File: config.mk
export PLATFORM = sky130hd
export DESIGN_NAME = spi_host_ctrl
export DESIGN_NICKNAME = d
export VERILOG_FILES = /design/src/rtl/spi_host_ctrl.sv
export SDC_FILE = /design/constraint.sdc
export NUM_CORES = 1
export LEC_CHECK = 0
export ABC_CLOCK_PERIOD_IN_PS = 4059
export CAP_MARGIN = 15
export CORE_UTILIZATION = 23
export DETAILED_ROUTE_END_ITERATION = 8
export PLACE_DENSITY = 0.42
export SLEW_MARGIN = 25
export SYNTH_ARGS = -nofsm -noshare
export SYNTH_HDL_FRONTEND = slang
export SYNTH_SLANG_ARGS = --single-unit
File: constraint.sdc
create_clock -name clk -period 4.06 [get_ports clk]
set_input_delay 0.609 -clock clk [delete_from_list [all_inputs] [get_ports clk]]
set_output_delay 0.609 -clock clk [all_outputs]
set_load 0.01 [all_outputs]
File: src/rtl/spi_host_ctrl.sv
// SPI initiator for the PSEC5 peripheral: one command sends an address byte plus
// 0-15 data bytes LSB-first, then holds sclk low for an idle gap that the
// peripheral uses as its end-of-message marker. Reads capture miso with a
// configurable pulse lag.
module spi_host_ctrl #(
  parameter int unsigned CLK_DIV    = 4,
  parameter int unsigned GAP_CYCLES = 32,
  parameter int unsigned RD_LAT     = 1
) (
  input  logic       clk,
  input  logic       rstn,
  input  logic       cmd_valid,
  output logic       cmd_ready,
  input  logic [7:0] cmd_addr,
  input  logic [3:0] cmd_len,
  input  logic       cmd_read,
  input  logic [7:0] wr_data,
  input  logic       wr_valid,
  output logic       wr_ready,
  output logic [7:0] rd_data,
  output logic       rd_valid,
  output logic       done,
  output logic       err,
  output logic       busy,
  output logic       sclk,
  output logic       mosi,
  input  logic       miso
);

  localparam int unsigned TMax = (CLK_DIV > GAP_CYCLES) ? CLK_DIV : GAP_CYCLES;
  localparam int unsigned TW   = $clog2(TMax + 1);
  // Longest frame is 16 bytes plus the read tail.
  localparam int unsigned PW   = $clog2(129 + RD_LAT);

  typedef enum logic [1:0] {StIdle, StLow, StHigh, StGap} state_e;

  state_e        state_q, state_d;
  logic [TW-1:0] timer_q, timer_d;
  logic [PW-1:0] pulse_q, pulse_d;
  logic [7:0]    shreg_q, shreg_d;
  logic [3:0]    len_q, len_d;
  logic          read_q, read_d;
  logic          err_q, err_d;
  logic [7:0]    rd_sh_q, rd_data_q;
  logic          rd_valid_q;

  logic [PW-1:0] pulse_nx, total, data_bits, cap_lo, cap_idx;
  logic          last_half, gap_end, fall, byte_bound, in_cap;

  assign pulse_nx   = pulse_q + 1'b1;
  assign data_bits  = PW'({len_q, 3'b000});
  assign total      = data_bits + PW'(8) + (read_q ? PW'(RD_LAT) : '0);
  assign last_half  = (timer_q == TW'(CLK_DIV - 1));
  assign gap_end    = (timer_q == TW'(GAP_CYCLES - 1));
  assign fall       = (state_q == StHigh) && last_half;
  // Falling edge that ends bit 7 of a byte and is followed by a data byte.
  assign byte_bound = (pulse_nx[2:0] == 3'b000) && (pulse_nx <= data_bits);
  // Sample at pulse p maps to read data bit p - 8 - RD_LAT.
  assign cap_lo     = PW'(8 + RD_LAT);
  assign cap_idx    = pulse_q - cap_lo;
  assign in_cap     = read_q && (pulse_q >= cap_lo) && (cap_idx < data_bits);

  assign cmd_ready = (state_q == StIdle);
  assign busy      = ~cmd_ready;
  assign sclk      = (state_q == StHigh);
  assign mosi      = shreg_q[0];
  assign err       = err_q;
  assign rd_data   = rd_data_q;
  assign rd_valid  = rd_valid_q;

  // Frame sequencing: phase timer, pulse count, mosi shifter and write-byte loading.
  always_comb begin
    state_d  = state_q;
    timer_d  = timer_q + 1'b1;
    pulse_d  = pulse_q;
    shreg_d  = shreg_q;
    len_d    = len_q;
    read_d   = read_q;
    err_d    = err_q;
    wr_ready = 1'b0;
    done     = 1'b0;
    unique case (state_q)
      StIdle: begin
        timer_d = '0;
        if (cmd_valid) begin
          state_d = StLow;
          pulse_d = '0;
          shreg_d = cmd_addr;
          len_d   = cmd_len;
          read_d  = cmd_read;
          err_d   = 1'b0;
        end
      end
      StLow: begin
        if (last_half) begin
          timer_d = '0;
          state_d = StHigh;
        end
      end
      StHigh: begin
        if (last_half) begin
          timer_d = '0;
          pulse_d = pulse_nx;
          state_d = StLow;
          if (pulse_nx == total) begin
            state_d = StGap;
            shreg_d = '0;
          end else if (byte_bound && read_q) begin
            shreg_d = '0;
          end else if (byte_bound) begin
            if (wr_valid) begin
              wr_ready = 1'b1;
              shreg_d  = wr_data;
            end else begin
              // Host underflow: end the frame early with sclk parked low.
              err_d   = 1'b1;
              state_d = StGap;
              shreg_d = '0;
            end
          end else begin
            // After bit 7 this leaves zero, which also covers the read tail.
            shreg_d = {1'b0, shreg_q[7:1]};
          end
        end
      end
      StGap: begin
        if (gap_end) begin
          done    = 1'b1;
          state_d = StIdle;
          timer_d = '0;
        end
      end
      default: state_d = StIdle;
    endcase
  end

  // Control state registers.
  always_ff @(posedge clk or negedge rstn) begin
    if (!rstn) begin
      state_q <= StIdle;
      timer_q <= '0;
      pulse_q <= '0;
      shreg_q <= '0;
      len_q   <= '0;
      read_q  <= 1'b0;
      err_q   <= 1'b0;
    end else begin
      state_q <= state_d;
      timer_q <= timer_d;
      pulse_q <= pulse_d;
      shreg_q <= shreg_d;
      len_q   <= len_d;
      read_q  <= read_d;
      err_q   <= err_d;
    end
  end

  // Read capture: shift miso in on falling edges, present each completed byte next cycle.
  always_ff @(posedge clk or negedge rstn) begin
    if (!rstn) begin
      rd_sh_q    <= '0;
      rd_data_q  <= '0;
      rd_valid_q <= 1'b0;
    end else begin
      rd_valid_q <= 1'b0;
      if (fall && in_cap) begin
        rd_sh_q <= {miso, rd_sh_q[7:1]};
        if (cap_idx[2:0] == 3'd7) begin
          rd_data_q  <= {miso, rd_sh_q[7:1]};
          rd_valid_q <= 1'b1;
        end
      end
    end
  end

endmodule

==> results of run 1 <==
## logic make-up after synthesis
group | synth area share (%)
AOI/OAI and AO/OA | 14.5
xor gates and xnor gates | 7.31
adders and majority gates | 7.88
buffers and inverters | 4.55
DFF | 40.3
muxes | 8.63
and+or+nand+nor | 16.9
## final cells by class
| cell class | instances | area share, % |
|---|---|---|
| multi-input combinational | 201 | 43.6 |
| sequential | 46 | 31.7 |
| clock buffer | 5 | 3.44 |
| timing repair buffer | 48 | 12.5 |
| tap | 168 | 5.78 |
| inverter | 17 | 1.75 |
| clock inverter | 3 | 1.24 |
## routing by layer
metal  up-vias  GRT usage (%)  share of wire, %
met5         -              0                 0
met4         0           4.21               1.7
met3         8           2.66               3.1
met2        30           18.4                46
met1      1026           14.9                49
li1       1062              -                 -
## worst register-to-register path, delay by kind of cell, from the launching register on
kind | cells | cell delay [ns]
fa+ha+maj | 2 | 0.50
xor+xnor | 1 | 0.20
buf+inv | 2 | 0.26
mux | 1 | 0.36
compound gates | 3 | 1.00
simple gates | 2 | 0.35
flops | 1 | 0.46
## repair_timing
| action | CTS | global route |
|---|---|---|
| resized for setup | 6 | 0 |
| setup endpoints to repair | 1 | 0 |
| hold endpoints to repair | 0 | 0 |
## final timing paths
| kind | end | slack, ns | depth (start not counted) |
|---|---|---|---|
| max | wr_ready | 0.26 | 11 |
| min | rd_data[0] | 0.40 | 2 |
| max reg2reg | rd_data[7] | 0.83 | 11 |
| min reg2reg | timer_q[0] | 0.46 | 1 |
| max in group asynchronous | pulse_q[0] | 3.21 | 2 |
| min in group clk | timer_q[0] | 0.46 | 1 |
## power groups by stage
stage | registers (µW) | clock network [µW] | logic, µW
6_report | 633 | 473 | 693
5_1_grt | 649 | 503 | 797
4_1_cts | 634 | 491 | 711
3_5_place_dp | 640 | 0 | 702
3_3_place_gp | 639 | 0 | 703
2_1_floorplan | 615 | 0 | 498
## placed cells by master (no fill, tap or decap), types with 6 or more instances in the layout
cell              n
nor2_1           26
dfrtp_1          44
buf_4             7
nand2_1          18
inv_1            17
nand3_1           6
a21oi_1          11
a22oi_1           7
xor2_1            9
o21ai_0          21
mux2_2           21
clkdlybuf4s50_1  39
xnor2_1           7
ha_1             17
## sequential cells by signal (all words and copies together), names as in the netlist
name and count:
rd_sh_q 7, err 1, state_q 2, pulse_q 8
read_q 1, len_q 4, timer_q 6, rd_valid 1
shreg_q 8, rd_data 8
## through the flow
stage / cells / total power [µW] / hold WS [ns] / utilization (%) / worst slack [ns]
floorplan: 278 / 1110 / 0.313 / - / 0.721
global placement: 480 / 1340 / 0.441 / 28.7 / 0.305
detailed placement: 480 / 1340 / 0.455 / 28.7 / 0.122
CTS: 488 / 1840 / 0.450 / 30.2 / 0.254
global route: 488 / 1950 / 0.482 / 30.2 / 0.0427
finish: 488 / 1800 / 0.404 / 30.2 / 0.262
==> metrics.yaml, run 1 <==
antenna_found_initial: 0
fin_skew_ns: 0.00673
synthArstFlopShare_pct: 100
synth_seq_area_share_pct: 40.3
dieArea_um2: 12900
ys_top_cells_by_count: "dfrtp_1 (46), nor2_1 (26), mux2_2 (21), o21ai_0 (21)"
ctsRootBufferMaster: "clkbuf_16"
pin_count: 42
swShare_pct: 36.5
vias_per_cell: 4.36
worst-path-buf-inv: 1
dp_hpwl_mm: 5.01
syn_area_per_cell_um2: 10.3
p_sw_uw: 656
setup_viol: 0
final_area_um2: 3640
hold_path_class: "input port to async pin"
synth_area_um2: 2860
yosysMostFrequentCell: "dfrtp_1"
required_ns: 3.45
ys.warnings.count: 0
ys_seq_elements: 46
start_util_pct: 23.7
clockBufferDepth: 2
arrival_ns: 3.19
fin_nets: 363
grt_pass1_vias: 2194
htreeDepth: 2
layout-area-overhead-vs-synth_pct: 27.4
nFillCells: 1285
finalHoldViolCount: 0
max_stage_delay_ns: 0.46
place_congestion: 0.811
crit_top_cell: "nor2_1"
grt_first_pass_wirelength_mm: 11.4
crit_family: "simple AND/OR/NAND/NOR gates"
ir_drop_uv: 184
drc_errors: 0
worstSetupPathType: "flip-flop to primary output"
placed_area_um2: 3460
start_kind: "flip-flop"
r2r_start: "pulse_q[0]"
pwr-share-comb_pct: 38.5
yosys.area.top_type: "dfrtp_1"
synth_cell_types: 52
status: "complete, no violations"
intPower_uw: 1140
post_cts_buffers: 0
rsz0062_at_grt: "no"
track_usage_pct: 11.4
maxSlewHeadroom_pct: 56.5
num_rows: 40
p_leak_uw: 0.00155
synth_edf_count: 0
ant_nets: 0
wl_mm: 6.70
n_antenna_cell: 0
numPortBuffers: 41
powerDensity_nw_per_um2: 494
regArea_um2: 1150
sequentialPowerShare_pct: 35.2
core-area_um2: 12100
ys_top_cells_by_area: "dfrtp_1 (40%), mux2_2 (8.3%), ha_1 (7.9%), o21ai_0 (3.7%), nor2_1 (3.4%)"
tns_ns: 0
worst-slew-pin-transition_ns: 0.652
clkTransAtPathRegs_ns: 0.07
cpMaxStageDelayCell: "dfrtp_2"
cp_cell_sequence: "and3_4 > and3_1 > xor2_1 > ha_1 > and3b_1 > a2111oi_2 > o2111ai_1 > nor2_1 > nand3b_1 > nor2_1 > dlygate4sd2_1"
dieHeight_um: 113
drt_pass1_iterations: 4
die_w_um: 113
cts_tree: "done"
fin_crit_sh_pct: 93.6
synthesis.nets: 322
fin_crit_ns: 3.80
wl_per_cell_um: 13.7
first_iter_violations: 73
grt_overflow: 0
cts_sinks: 46
pwr-share-clk_pct: 26.3
synth_top_area_share_pct: 40.3
worstSetupStartpoint: "pulse_q[0]"
report.final.slew_viol_count: 0
syn_inst: 278
cap_violations: 0
path_max_fanout: 7
cts_hold_buf: 0
insertion_delay_ns: 0.29
max_freq_mhz: 263
vias: 2126
multi_input_area_um2: 1590
cts_buffers: 5
cp-end-kind: "primary output"
grt_max_degree: 47
drive_gt1_share_pct: 15.6
synthFlopType: "dfrtp_1"
No activity file was read; power rests on OpenSTA's default activity.
==> run 2, diff against run 1 <==
--- a/config.mk
+++ b/config.mk
@@ -8,6 +8,7 @@
 export ABC_CLOCK_PERIOD_IN_PS = 4059
 export CAP_MARGIN = 15
 export CORE_UTILIZATION = 23
+export CTS_BUF_LIST = sky130_fd_sc_hd__clkbuf_4 sky130_fd_sc_hd__clkbuf_8
 export DETAILED_ROUTE_END_ITERATION = 8
 export PLACE_DENSITY = 0.42
 export SLEW_MARGIN = 25
==> run 2 against run 1 <==
- clock power shrank 25%
- combinational power is essentially flat
- die area is the same
- critical path type unchanged
- via count is essentially flat
- setup slack lost 0.015 ns
- fmax shrank 0.39%
- non-clock buffer count is the same
- power shrank 6.7%
==> metrics.yaml, run 2 (synthesized netlist as in run 1, its figures left out) <==
worstSetupPathType: "flip-flop to primary output"
first_iter_violations: 86  # +18%
insertion_delay_ns: 0.31  # +0.02 ns
worstSetupStartpoint: "pulse_q[0]"
layout-area-overhead-vs-synth_pct: 25.4
gr-usage-met1_pct: 14.9  # -0.033 points
clkTransAtPathRegs_ns: 0.09  # +0.02 ns
start_util_pct: 23.7  # unchanged
track_usage_pct: 11.5  # +0.023 points
place_congestion: 0.811  # unchanged
die_w_um: 113  # unchanged
numPortBuffers: 41  # unchanged
required_ns: 3.45  # about the same
cts_tree: "done"
drt_pass1_iterations: 4  # unchanged
n_antenna_cell: 0  # unchanged
met2_usage_pct: 18.4  # unchanged
cp-end-kind: "primary output"
htreeDepth: 2  # unchanged
drive_gt1_share_pct: 15.6  # unchanged
ir_drop_uv: 184  # +0.34%
drc_errors: 0  # unchanged
max_freq_mhz: 262  # -0.39%
hold_path_class: "input port to async pin"
vias: 2127  # +0.047%
wl_mm: 6.71  # +0.22%
dieHeight_um: 113  # unchanged
tns_ns: 0  # unchanged
ant_nets: 0  # unchanged
grt_first_pass_wirelength_mm: 11.4  # -0.12%
cts_sinks: 46  # unchanged
path_max_fanout: 7  # unchanged
grt_overflow: 0  # unchanged
cts_buffers: 5  # unchanged
grt_use_met3_pct: 2.82  # +0.16 points
vias_per_cell: 4.36  # about the same
r2r_start: "pulse_q[0]"
arrival_ns: 3.20  # about the same
powerDensity_nw_per_um2: 468  # -5.2%
wl_per_cell_um: 13.8  # +0.22%
nFillCells: 1291  # +0.47%
rsz0062_at_grt: "no"
start_kind: "flip-flop"
top_usage_layer: "met2"
fin_skew_ns: 0.00895  # +0.00222 ns
ctsRootBufferMaster: "clkbuf_8"
grt_pass1_vias: 2192  # -0.091%
fin_crit_ns: 3.81  # +0.0149 ns
finalHoldViolCount: 0  # unchanged
fin_nets: 363  # unchanged
report.final.slew_viol_count: 0  # unchanged
core-area_um2: 12100  # unchanged
worst-slew-pin-transition_ns: 0.653  # +0.000745 ns
num_rows: 40  # unchanged
fin_crit_sh_pct: 93.9  # +0.37 points
power.total_uw: 1680  # -6.7%
clockBufferDepth: 2  # unchanged
dp_hpwl_mm: 5.01  # unchanged
setup_viol: 0  # unchanged
layout_commonest_cell: "dfrtp_1"
antenna_found_initial: 0  # unchanged
pin_count: 42  # unchanged
final_cell_mix: "dfrtp_1 (44), clkdlybuf4s50_1 (39), nor2_1 (26)"
cap_violations: 0  # unchanged
status: "complete, no violations"
maxSlewHeadroom_pct: 56.5  # about the same
grt_max_degree: 47  # unchanged
dieArea_um2: 12900  # unchanged
p_leak_uw: 0.00153  # -1.6%
## run 2: worst max-delay path, cell delays in order (launching register included)
cell and delay, ns:
dfrtp_2 0.47, and3_4 0.21, and3_1 0.23, xor2_1 0.17, ha_1 0.33, and3b_1 0.18, a2111oi_2 0.35, o2111ai_1 0.19
nor2_1 0.20, nand3b_1 0.13, nor2_1 0.15, dlygate4sd2_1 0.29
## run 2: cell type report
type / instances / area, µm² / share of cell area [%]
Clock buffer: 5 / 68.8 / 1.92
Multi-Input combinational cell: 201 / 1590 / 44.2
Tap cell: 168 / 210 / 5.87
Sequential cell: 46 / 1150 / 32.2
Inverter: 17 / 63.8 / 1.78
Timing Repair Buffer: 48 / 457 / 12.7
Clock inverter: 3 / 45.0 / 1.26
## run 2: path summary, 6_finish.rpt
path | endpoint | slack (ns) | cells past startpoint
worst max register to register | rd_data[2] | 0.82 | 11
min in group clk | timer_q[0] | 0.46 | 1
worst min register to register | timer_q[0] | 0.46 | 1
worst min-delay path | rd_data[0] | 0.38 | 2
max in group asynchronous | pulse_q[0] | 3.24 | 2
worst max-delay path | wr_ready | 0.25 | 11
## run 2: power breakdown
group          leakage, µW  total, µW  internal (µW)  switching (µW)
clock network    0.0000504        353            183             169
logic             0.000867        693            303             390
registers         0.000612        632            548            84.4
## run 2: per-stage QoR
step	util, %	setup slack [ns]	area, µm²	std cells	hold WS [ns]
floorplan	-	0.721	2860	278	0.313
global placement	28.7	0.305	3460	480	0.441
detailed placement	28.7	0.122	3460	480	0.455
CTS	29.7	0.217	3580	488	0.416
global route	29.7	0.00812	3580	488	0.441
finish	29.7	0.247	3580	488	0.379
## run 2: metal layers
layer	wire length, µm	up-vias	share of wire (%)
met5	0	-	0
met4	110	0	1.6
met3	213	5	3.2
met2	3140	31	47
met1	3250	1030	48
li1	-	1061	-
## run 2: timing repair
item / in CTS / in global routing
hold buffers: 0 / 0
cloned: 0 / 0
endpoints found under the setup margin: 1 / 1
gates resized for setup: 6 / 0
setup buffers: 0 / 0
pin swaps: 2 / 1
==> run 3, diff against run 2 <==
--- a/config.mk
+++ b/config.mk
@@ -10,8 +10,8 @@
 export CORE_UTILIZATION = 23
 export CTS_BUF_LIST = sky130_fd_sc_hd__clkbuf_4 sky130_fd_sc_hd__clkbuf_8
 export DETAILED_ROUTE_END_ITERATION = 8
-export PLACE_DENSITY = 0.42
-export SLEW_MARGIN = 25
+export DONT_BUFFER_PORTS = 1
+export PLACE_DENSITY = 0.38
 export SYNTH_ARGS = -nofsm -noshare
 export SYNTH_HDL_FRONTEND = slang
 export SYNTH_SLANG_ARGS = --single-unit
==> run 3 against run 2 <==
- fmax increased by 0.13%
- critical path type unchanged
- critical endpoint unchanged
- sequential cell count unchanged
- clock power decreased by 14%
==> metrics.yaml, run 3 (synthesized netlist as in run 1, its figures left out) <==
dp_hpwl_mm: 4.87  # -2.7%
n_antenna_cell: 0  # unchanged
start_util_pct: 23.7  # unchanged
arrival_ns: 3.20  # about the same
numPortBuffers: 0  # -100%
grt_pass1_vias: 2059  # -6.1%
grt_max_degree: 47  # unchanged
pin_count: 42  # unchanged
setup_viol: 0  # unchanged
clkTransAtPathRegs_ns: 0.10  # about the same
first_iter_violations: 88  # +2.3%
fin_nets: 318  # -12%
wl_per_cell_um: 15.1  # +9.5%
reg2reg_slack_ns: 0.84  # +0.02 ns
die_w_um: 113  # unchanged
nFillCells: 1290  # -0.077%
regArea_um2: 1150  # unchanged
multi_input_area_um2: 1580  # -0.55%
track_usage_pct: 11.3  # -0.19 points
tns_ns: 0  # unchanged
max_freq_mhz: 263  # +0.13%
ctsRootBufferMaster: "clkbuf_8"
fin_ws_ns: 0.252  # +0.00495 ns
drt_pass1_iterations: 4  # unchanged
dieHeight_um: 113  # unchanged
cap_violations: 0  # unchanged
clockBufferDepth: 2  # unchanged
powerDensity_nw_per_um2: 499  # +6.6%
ant_nets: 0  # unchanged
num_rows: 40  # unchanged
wl_mm: 6.67  # -0.61%
fin_skew_ns: 0.0134  # +0.00443 ns
p_leak_uw: 0.00136  # -11%
vias: 1980  # -6.9%
cts_buffers: 5  # unchanged
core-area_um2: 12100  # unchanged
final_cell_mix: "dfrtp_1 (44), nor2_1 (26), o21ai_0 (21), mux2_2 (21)"
required_ns: 3.45  # about the same
cts_sinks: 46  # unchanged
drive_gt1_share_pct: 15.6  # about the same
rsz0062_at_grt: "no"
vias_per_cell: 4.47  # +2.5%
path_max_fanout: 8  # +1
htreeDepth: 2  # unchanged
hold_ws_ns: 0.142  # -0.237 ns
post_cts_buffers: 0  # unchanged
worstSetupPathType: "flip-flop to primary output"
start_kind: "flip-flop"
finalHoldViolCount: 0  # unchanged
status: "complete, no violations"
ir_drop_uv: 259  # +40%
grt_first_pass_wirelength_mm: 11.1  # -2.4%
antenna_found_initial: 0  # unchanged
report.final.slew_viol_count: 0  # unchanged
grt_overflow: 0  # unchanged
layout-area-overhead-vs-synth_pct: 9.94
dieArea_um2: 12900  # unchanged
worst-slew-pin-transition_ns: 0.647  # -0.00520 ns
maxSlewHeadroom_pct: 56.8  # +0.35 points
fin_crit_sh_pct: 93.8  # -0.12 points
drc_errors: 0  # unchanged
pre_cts_ws_ns: 0.523  # +0.401 ns
fin_crit_ns: 3.81  # -0.00495 ns
cp-end-kind: "primary output"
layout_commonest_cell: "dfrtp_1"
place_congestion: 0.743  # -8.4%
insertion_delay_ns: 0.31  # about the same
cts_tree: "done"
hold_path_class: "input port to async pin"
-- run 3: area by class of cell --
type / instances / share of cell area (%)
multi-input combinational: 201 / 50.2
clock buffer: 6 / 2.63
timing repair buffer: 3 / 1.35
clock inverter: 2 / 0.398
tap: 168 / 6.69
inverter: 17 / 2.03
sequential: 46 / 36.7
-- run 3: per-stage QoR --
step | area, µm² | total power, µW | utilization, % | instances
global route | 3140 | 1710 | 26.0 | 443
CTS | 3140 | 1600 | 26.0 | 443
floorplan | 2860 | 1110 | - | 278
finish | 3140 | 1570 | 26.0 | 443
global placement | 3020 | 1270 | 25.0 | 434
detailed placement | 3020 | 1270 | 25.0 | 434
-- run 3: timing repair --
item | CTS | global route
hold endpoints to repair | 46 | 0
endpoints found under the setup margin | 0 | 1
gates resized for setup | 0 | 2
hold buffers | 1 | 0
-- run 3: worst paths after layout --
| kind | end | depth (start not counted) | from |
|---|---|---|---|
| worst max-delay path | wr_ready | 10 | pulse_q[1] |
| worst min-delay path | pulse_q[1] | 1 | rstn |
| worst max register to register | shreg_q[0] | 11 | pulse_q[1] |
| worst min register to register | timer_q[0] | 1 | timer_q[0] |
| max in group asynchronous | pulse_q[2] | 1 | rstn |
| min in group clk | shreg_q[3] | 2 | cmd_addr[3] |
-- run 3: critical path: stages (launching register included) --
cell	delay (ns)
dfrtp_1	0.49
ha_1	0.33
nand3_4	0.12
xnor2_1	0.24
ha_1	0.28
and3b_1	0.18
a2111oi_0	0.46
o2111ai_1	0.23
nor2_1	0.20
nand3b_1	0.13
nor2_1	0.23
-- run 3: layer usage --
layer / part of all wire [%] / up-vias / GRT usage, % / routed length, µm
met5: 0 / - / 0 / 0
met3: 4.2 / 5 / 2.92 / 281
met1: 48 / 969 / 15.2 / 3230
met2: 46 / 33 / 17.3 / 3050
met4: 1.6 / 0 / 3.95 / 107
li1: - / 973 / - / -
-- run 3: report_power, final --
| part | internal [µW] | switching [µW] | leakage [µW] |
|---|---|---|---|
| Combinational | 249 | 376 | 0.000696 |
| Clock | 137 | 165 | 0.0000472 |
| Sequential | 548 | 92.4 | 0.000612 |
| Total | 934 | 634 | 0.00136 |
